[src/rtl/rca_acc_seq.sv]
// ---------------------------------------------------------------------------
// rca_acc_seq
//
// Sequential operand front-end and result stage for a W-bit ripple-carry
// adder that lives outside this block. Operands arrive as a valid/ready
// beat stream. The adder inputs are driven from registers, and its sum and
// carry are captured into result registers. Those registers are presented
// on a valid/ready result port.
//
// Modes (sampled on the first beat of a transaction):
//   pair       (mode=0): two beats, A then B. in_cin is taken with B.
//   accumulate (mode=1): running sum over beats ending at in_last. The
//                        carry out is sticky, and carries are counted in a
//                        saturating counter.
//
// Ports:
//   clk, rst_n            clock (rising edge), asynchronous active-low reset
//   in_valid / in_ready   operand beat handshake
//   in_data, in_cin       operand and pair-mode carry-in
//   in_last               final beat of an accumulate stream
//   mode                  0 = pair, 1 = accumulate
//   rca_a/b/cin           drive to the external adder
//   rca_sum/cout          result from the external adder
//   out_valid / out_ready result handshake
//   out_sum, out_cout     registered result and carry (sticky in accumulate)
//   out_ovf_cnt           accumulate-mode count of carry-producing adds
// ---------------------------------------------------------------------------
module rca_acc_seq #(
    parameter int W     = 3,
    parameter int OVF_W = 4
) (
    input  logic             clk,
    input  logic             rst_n,
    input  logic             in_valid,
    output logic             in_ready,
    input  logic [W-1:0]     in_data,
    input  logic             in_cin,
    input  logic             in_last,
    input  logic             mode,
    output logic [W-1:0]     rca_a,
    output logic [W-1:0]     rca_b,
    output logic             rca_cin,
    input  logic [W-1:0]     rca_sum,
    input  logic             rca_cout,
    output logic             out_valid,
    input  logic             out_ready,
    output logic [W-1:0]     out_sum,
    output logic             out_cout,
    output logic [OVF_W-1:0] out_ovf_cnt
);

    typedef enum logic [1:0] {
        IDLE   = 2'd0,
        WAIT_B = 2'd1,
        ADD    = 2'd2,
        OUT    = 2'd3
    } state_t;

    localparam logic [OVF_W-1:0] OVF_MAX = {OVF_W{1'b1}};

    state_t           state_q, state_d;
    logic [W-1:0]     op_a_q,  op_a_d;
    logic [W-1:0]     op_b_q,  op_b_d;
    logic             cin_q,   cin_d;
    logic             mode_q,  mode_d;
    logic             last_q,  last_d;
    logic [W-1:0]     res_q,   res_d;
    logic             cout_q,  cout_d;
    logic [OVF_W-1:0] ovf_q,   ovf_d;

    logic accept;

    // Beats are only taken while waiting for the first or the next operand.
    assign in_ready  = (state_q == IDLE) || (state_q == WAIT_B);
    assign out_valid = (state_q == OUT);
    assign accept    = in_valid && in_ready;

    // The adder sees the operand registers directly. In accumulate mode
    // cin_q is cleared on the first beat and never reloaded.
    assign rca_a   = op_a_q;
    assign rca_b   = op_b_q;
    assign rca_cin = cin_q;

    // Result outputs keep their values after the handshake. They change
    // only when a new transaction starts or completes an add.
    assign out_sum     = res_q;
    assign out_cout    = cout_q;
    assign out_ovf_cnt = ovf_q;

    always_comb begin
        // NOTE: every _d gets its hold value before the case statement, so no
        // path through the case can leave a signal unassigned and infer a latch.
        state_d = state_q;
        op_a_d  = op_a_q;
        op_b_d  = op_b_q;
        cin_d   = cin_q;
        mode_d  = mode_q;
        last_d  = last_q;
        res_d   = res_q;
        cout_d  = cout_q;
        ovf_d   = ovf_q;

        unique case (state_q)
            IDLE: begin
                if (accept) begin
                    mode_d = mode;
                    cout_d = 1'b0;
                    ovf_d  = '0;
                    if (!mode) begin
                        op_a_d  = in_data;
                        state_d = WAIT_B;
                    end else begin
                        // Accumulate starts from zero, so the first add
                        // simply loads the first beat into the running sum.
                        op_a_d  = '0;
                        op_b_d  = in_data;
                        cin_d   = 1'b0;
                        last_d  = in_last;
                        state_d = ADD;
                    end
                end
            end

            WAIT_B: begin
                // mode_q, not the live mode input, decides how B is taken.
                if (accept) begin
                    op_b_d  = in_data;
                    state_d = ADD;
                    if (!mode_q) begin
                        cin_d = in_cin;
                    end else begin
                        last_d = in_last;
                    end
                end
            end

            ADD: begin
                op_a_d = rca_sum;
                res_d  = rca_sum;
                if (!mode_q) begin
                    cout_d = rca_cout;
                end else begin
                    cout_d = cout_q | rca_cout;
                    if (rca_cout && (ovf_q != OVF_MAX)) begin
                        ovf_d = ovf_q + OVF_W'(1);
                    end
                end
                state_d = (!mode_q || last_q) ? OUT : WAIT_B;
            end

            OUT: begin
                if (out_ready) begin
                    state_d = IDLE;
                end
            end

            default: state_d = IDLE;
        endcase
    end

    // NOTE: sequential state uses non-blocking assignments, so every flop
    // samples the pre-edge value of every other flop.
    // NOTE: all state, including the operand and result registers, is reset.
    // This guarantees that an aborted transaction leaves nothing visible on
    // rca_* or out_*.
    always_ff @(posedge clk or negedge rst_n) begin
        if (!rst_n) begin
            state_q <= IDLE;
            op_a_q  <= '0;
            op_b_q  <= '0;
            cin_q   <= 1'b0;
            mode_q  <= 1'b0;
            last_q  <= 1'b0;
            res_q   <= '0;
            cout_q  <= 1'b0;
            ovf_q   <= '0;
        end else begin
            state_q <= state_d;
            op_a_q  <= op_a_d;
            op_b_q  <= op_b_d;
            cin_q   <= cin_d;
            mode_q  <= mode_d;
            last_q  <= last_d;
            res_q   <= res_d;
            cout_q  <= cout_d;
            ovf_q   <= ovf_d;
        end
    end

endmodule

[config.mk]
export PLATFORM = sky130hd
export DESIGN_NAME = rca_acc_seq
export DESIGN_NICKNAME = d
export VERILOG_FILES = /design/src/rtl/rca_acc_seq.sv
export SDC_FILE = /design/constraint.sdc
export NUM_CORES = 1
export LEC_CHECK = 0
export ABC_AREA = 1
export BUFFER_PORTS_ARGS = -buffer_cell sky130_fd_sc_hd__buf_2
export CAP_MARGIN = 10
export CORE_UTILIZATION = 48
export DETAILED_ROUTE_END_ITERATION = 16
export GPL_ROUTABILITY_DRIVEN = 0
export PLACE_DENSITY = 0.84
export SYNTH_ARGS = -nofsm -noshare
export SYNTH_HDL_FRONTEND = slang
export SYNTH_SLANG_ARGS = --single-unit
[constraint.sdc]
create_clock -name clk -period 1.35 [get_ports clk]
set_input_delay 0.3375 -clock clk [delete_from_list [all_inputs] [get_ports clk]]
set_output_delay 0.3375 -clock clk [all_outputs]
set_load 0.01 [all_outputs]
* Yosys cells after proc, flatten, opt, wreduce, memory -nomap -nowiden
Index checks and enable logic that the tools add are counted.
** Operators by class
- Reduce and logical (&&, ||, !) cells :: 15
- Equality and inequality tests :: 12
- Bitwise logic cells :: 1
- Multiplexer cells :: 30
- $add $sub $neg :: 1
** Operators by type and width (number)
- $mux 3 :: 5
- $ne 2x2->1 const B :: 7
- $mux 4 :: 3
- $pmux 3 s2 :: 2
- $mux 1 :: 10
- $mux 2 :: 5
- $reduce_and 5->1 :: 2
- $pmux 2 s4 :: 1
- $pmux 4 s2 :: 1
- $reduce_and 4->1 :: 2
- $pmux 1 s2 :: 3
- $add 4x1->4 const B :: 1
- $eq 2x2->1 const B :: 2
- $ne 4x4->1 const B :: 1
- $reduce_and 2->1 :: 2
- $reduce_bool 2->1 :: 2
- $reduce_and 3->1 :: 1
- $eq 2x1->1 const B :: 1
- $logic_and 1x1->1 :: 2
- $logic_not 2->1 :: 1
- $logic_or 1x1->1 :: 2
- $ne 2x1->1 const B :: 1
- $logic_not 1->1 :: 1
- $or 1x1->1 :: 1
** Word-level totals
- Word-level logic and storage cells :: 68
- Output and inout port bits :: 17
- Flip-flop bits (word level) :: 19

* Logic depth before layout (Yosys ltp)
- Depth in word-level cells :: 5
- Mapped depth :: 8
- Gate-level depth less buffers :: 7

* Worst setup path before layout
OpenSTA, ideal clock, no wires.
- Kind :: reg-to-reg
- Start point :: reg ovf_q[0] (netlist: out_ovf_cnt[0])
- End point :: reg ovf_q[2] (netlist: out_ovf_cnt[2])
- Library setup time :: 0.118 ns
- Clock period less this slack :: 1.174 ns
- Cell stages (with the launch flop) :: 8
- Required time :: 1.232 ns
- Path buffers :: 0
- Setup slack :: 0.176 ns
- Arrival :: 1.056 ns
- Cell sequence :: dfrtp_1 > ha_1 > nand3_1 > nand2_1 > nand2_1 > nand2_1 > nand2_1 > nand2_1
** Between the ends
- Longest elaborated chain between the ends :: 4
- Elaborated cells on any way between the ends :: 8
- Classes of those cells :: add/sub: 1; eq/ne: 2; mux: 3; reduce/logical: 2
** Ends and longest elaborated chain
- start, declared :: RTL line 69 : logic [OVF_W-1:0] ovf_q, ovf_d;
- start signal, assigned :: RTL line 186 : ovf_q <= ovf_d;
- $add 4x1->4 or $ne 4x4->1 (tied branches) :: RTL line 145, 144
- $mux 4 or $logic_and 1x1->1 (tied branches) :: RTL line 144 : if (rca_cout && (ovf_q != OVF_MAX)) begin
- $mux 4 or $ne 2x2->1 (tied branches)
- $pmux 4 s2 or $reduce_and 4->1 (tied branches)
Several ways; a longest one is shown, not always the timed one. The select of a mux whose other input is x is not followed.
A chain may end at the register's enable or synchronous reset.

* Final worst setup path
- Start point :: reg state_q[1]
- End point :: out out_valid
** Between the ends
- Longest elaborated chain between the ends :: 1
** Ends and longest elaborated chain
- start, declared :: RTL line 61 : state_t state_q, state_d;
- start signal, assigned :: RTL line 178 : state_q <= state_d;
- $eq 2x2->1 :: RTL line 75 : assign out_valid = (state_q == OUT);
- end, declared :: RTL line 45 : output logic out_valid,
Every way passes these cells.

==> impl_summary.txt <==
----------------------------------------------------
[Clock network]
  Clock network latency to the later pin of the worst-skew pair ... ~0.3 ns
  Number of sinks handled by clock tree synthesis ... 19
  Total clock buffers created by CTS ... 3
  Clock transition at path regs ... around 0.11 ns
  Number of H-tree branching levels ... 1
  CTS tree ... done
  Deepest clock path buffer count ... 2
  Cell chosen for the clock root ... sky130_fd_sc_hd__clkbuf_4

[Routing]
  Number of vias per cell ... approximately 5.0
  Iter 0 DRT Violations ... 24
  Length of the first detailed-routing pass in iterations ... 4
  Antenna violation net count after detailed routing ... 0
  Average detailed-routed wire length per instance ... 12.42 um
  Count of unresolved DRC violations after routing ... 0
  Routed vias ... around 920
  Detailed-route wire length ... about 2.3 mm

[Floorplanning]
  Ports placed on the boundary ... 31
  Starting density of the core ... 0.5227
  Floorplan die height ... around 46 um
  Floorplan die area ... between 2000 and 2500 sq um
  Area of the core ... between 1500 and 2000 sq um
  Die width ... ~46 um
  Number of rows created at floorplan ... 15

[Synthesis]
  Largest cells by area after synthesis ... sky130_fd_sc_hd__dfrtp_1 52%, sky130_fd_sc_hd__nand2_1 20%, sky130_fd_sc_hd__nor2_1 4.5%
  Fraction of synthesized cell area in xor and xnor cells ... 0.009498
  Mux share of post-synthesis cell area ... 0
  Post-synth top area share ... 0.5156
  Count of warnings emitted by yosys ... 0
  Synth Instances ... about 120
  Combinational family with the most area after synthesis ... simple AND/OR/NAND/NOR gates
  Area fraction in compound gates after synthesis ... 0.05292
  Number of synthesized register bits ... 19
  Post-synth top area cell ... sky130_fd_sc_hd__dfrtp_1
  Fraction of the mapped netlist area in adder cells ... 0.01357
  Post-Syn Area per Cell ... 7.749 sq um
  Seq/Total Area, Yosys ... 0.5156
  Count of unique library cells instantiated by Yosys ... 18
  Post-Synthesis Net Count ... about 130
  Area of the mapped netlist ... between 900 and 1000 sq um
  Post-Synth Simple-Gate Area ... 0.3541

[Worst setup path]
  Critical path required time ... 1.01 ns
  Kind of end point of the critical path ... primary output
  Arrival time at the worst endpoint ... 1.01 ns
  Element type at the critical path start ... register
  Setup Crit Path Kind ... register to primary output
  Max Fanout on Critical Path ... 4

[STA]
  Actual slew at the worst max-slew pin ... approximately 0.41 ns
  Worst Slack Setup Final ... -0.001080 ns
  Worst clock skew on the final layout ... roughly 0.003 ns
  Maximum clock rate ... ~740 MHz
  Crit path time final ... 1.351 ns
  Crit share post-route ... 1.001
  Number of pins exceeding their max-slew limit in the final report ... 0
  Setup repair after global routing missed its margin ... yes
  Number of failing setup endpoints in the final timing report ... 1
  Final Hold Violating Endpoints ... 0
  Remaining max-slew budget at the tightest pin ... 0.7239

[Layout]
  Layout overhead on the synthesized area ... 29.58%
  Ratio of cells with drive above 1 in the final layout ... 0.3481
  Count of nets after finishing ... around 170
  Inserted Diodes ... 0
  Post-route non-filler standard cell count ... between 150 and 200
  Most frequent cells in the layout ... 46 x sky130_fd_sc_hd__nand2_1, 30 x sky130_fd_sc_hd__buf_2, 17 x sky130_fd_sc_hd__dfrtp_1
  Most common cell after layout, fill and taps aside ... sky130_fd_sc_hd__nand2_1

[Outcome]
  Outcome ... finished, violations left
  Failing checks ... negative setup slack

[Global routing]
  Number of global-route vias before repair ... 752
  Antenna violations before repair ... 0
  Overall overflow remaining after global route ... 0
  Largest net degree at the start of global routing ... 20
  Global-route wire length before repair ... 3.325 mm
  Global router's overall resource usage ... 0.2273

[Job]
  Number of maximum-capacitance violations ... 0

[Placement]
  Count of port buffers added during placement ... 30
  Placed wire-length estimate ... around 1.6 mm
  DP Cell Count ... around 170

[Pwr]
  Leak pwr ... just under 0.0007 uW
  PD cells ... around 2200 nW/um^2
  Worst IR Drop VDD ... ~1.2 mV
  Total power ... around 2600 uW

[Hold path]
  Min-Delay Path Class ... input pin to register

----------------------------------------------------
[Yosys cell counts]
cell	number
sky130_fd_sc_hd__nor2_2	2
sky130_fd_sc_hd__ha_1	1
sky130_fd_sc_hd__clkinv_2	1
sky130_fd_sc_hd__o21ai_1	4
sky130_fd_sc_hd__nor2_4	1
sky130_fd_sc_hd__a31oi_1	3
sky130_fd_sc_hd__xor2_1	1
sky130_fd_sc_hd__nand4_1	3
sky130_fd_sc_hd__nand3_1	8
sky130_fd_sc_hd__nand2_2	2
sky130_fd_sc_hd__dfrtp_1	19
sky130_fd_sc_hd__buf_4	1
sky130_fd_sc_hd__nor2_1	11
sky130_fd_sc_hd__a21oi_1	2
sky130_fd_sc_hd__nand2_1	49
sky130_fd_sc_hd__inv_2	2
sky130_fd_sc_hd__and3_1	1
sky130_fd_sc_hd__inv_1	8
[through the flow]
step                area, sq um  setup slack, ns  setup TNS [ns]  utilization  hold slack [ns]
floorplan                 922.1           0.1756               0            -          0.04191
global placement           1096           0.1200               0       0.6213           0.2989
detailed placement         1096          0.07032               0       0.6213           0.2992
CTS                        1154         0.003797               0       0.6539           0.2431
global route               1195         -0.03170        -0.03170       0.6773           0.2601
finish                     1195        -0.001080       -0.001080       0.6773           0.2381
[sequential cells by signal, summed over array words and instances (netlist names)]
name / count
out_ovf_cnt: 4
out_sum: 3
rca_a: 3
rca_b: 3
state_q: 2
last_q: 1
mode_q: 1
out_cout: 1
rca_cin: 1
[cell type report]
type | instances | area, sq um
fillers | 157 | 569.3
flip-flops and latches | 19 | 478.0
multi-input cells | 88 | 416.7
repair buffers | 36 | 197.7
inverters | 11 | 43.79
well taps | 25 | 31.28
clock buffers | 3 | 22.52
clock inverters | 1 | 5.005
[worst max-delay path, cell delays in order, from the launching register on]
cell and delay [ns]:
sky130_fd_sc_hd__dfrtp_2 0.46, sky130_fd_sc_hd__nand2_2 0.09, sky130_fd_sc_hd__inv_1 0.04, sky130_fd_sc_hd__buf_2 0.13
[worst paths after layout]
check | start | endpoint | depth (start not counted) | slack (ns)
worst max-delay path | state_q[1] | out_valid | 3 | -0.001
worst min-delay path | in_data[1] | rca_b[1] | 3 | 0.24
worst max register to register | out_ovf_cnt[0] | out_ovf_cnt[3] | 7 | 0.07
worst min register to register | out_sum[0] | out_sum[0] | 2 | 0.49
max in group asynchronous | rst_n | state_q[1] | 2 | 0.55
min in group asynchronous | rst_n | last_q | 2 | 0.49
[metal layers]
metal / vias to the layer above / share of wire / global-route usage
li1: 456 / - / -
met2: 31 / 0.50 / 0.3686
met1: 426 / 0.43 / 0.2970
met5: - / 0 / 0
met4: 0 / 0.022 / 0.1118
met3: 6 / 0.040 / 0.03175
[logic make-up after synthesis]
logic type / count (synthesis)
buf+inv: 12
flops: 19
compound gates: 9
simple gates: 77
fa+ha+maj: 1
xor+xnor: 1
[power breakdown]
group          internal (uW)  switching (uW)
Combinational            508             794
Clock                    111             187
Sequential               808             162
Total                   1430            1140
[timing repair]
action / in CTS / in global routing
gates resized for setup: 3 / 7
hold buffers: 1 / 0
hold endpoints to repair: 19 / 0
endpoints found under the setup margin: 2 / 11
setup buffers: 2 / 3
Note: power is estimated with default switching activity, not from simulation.
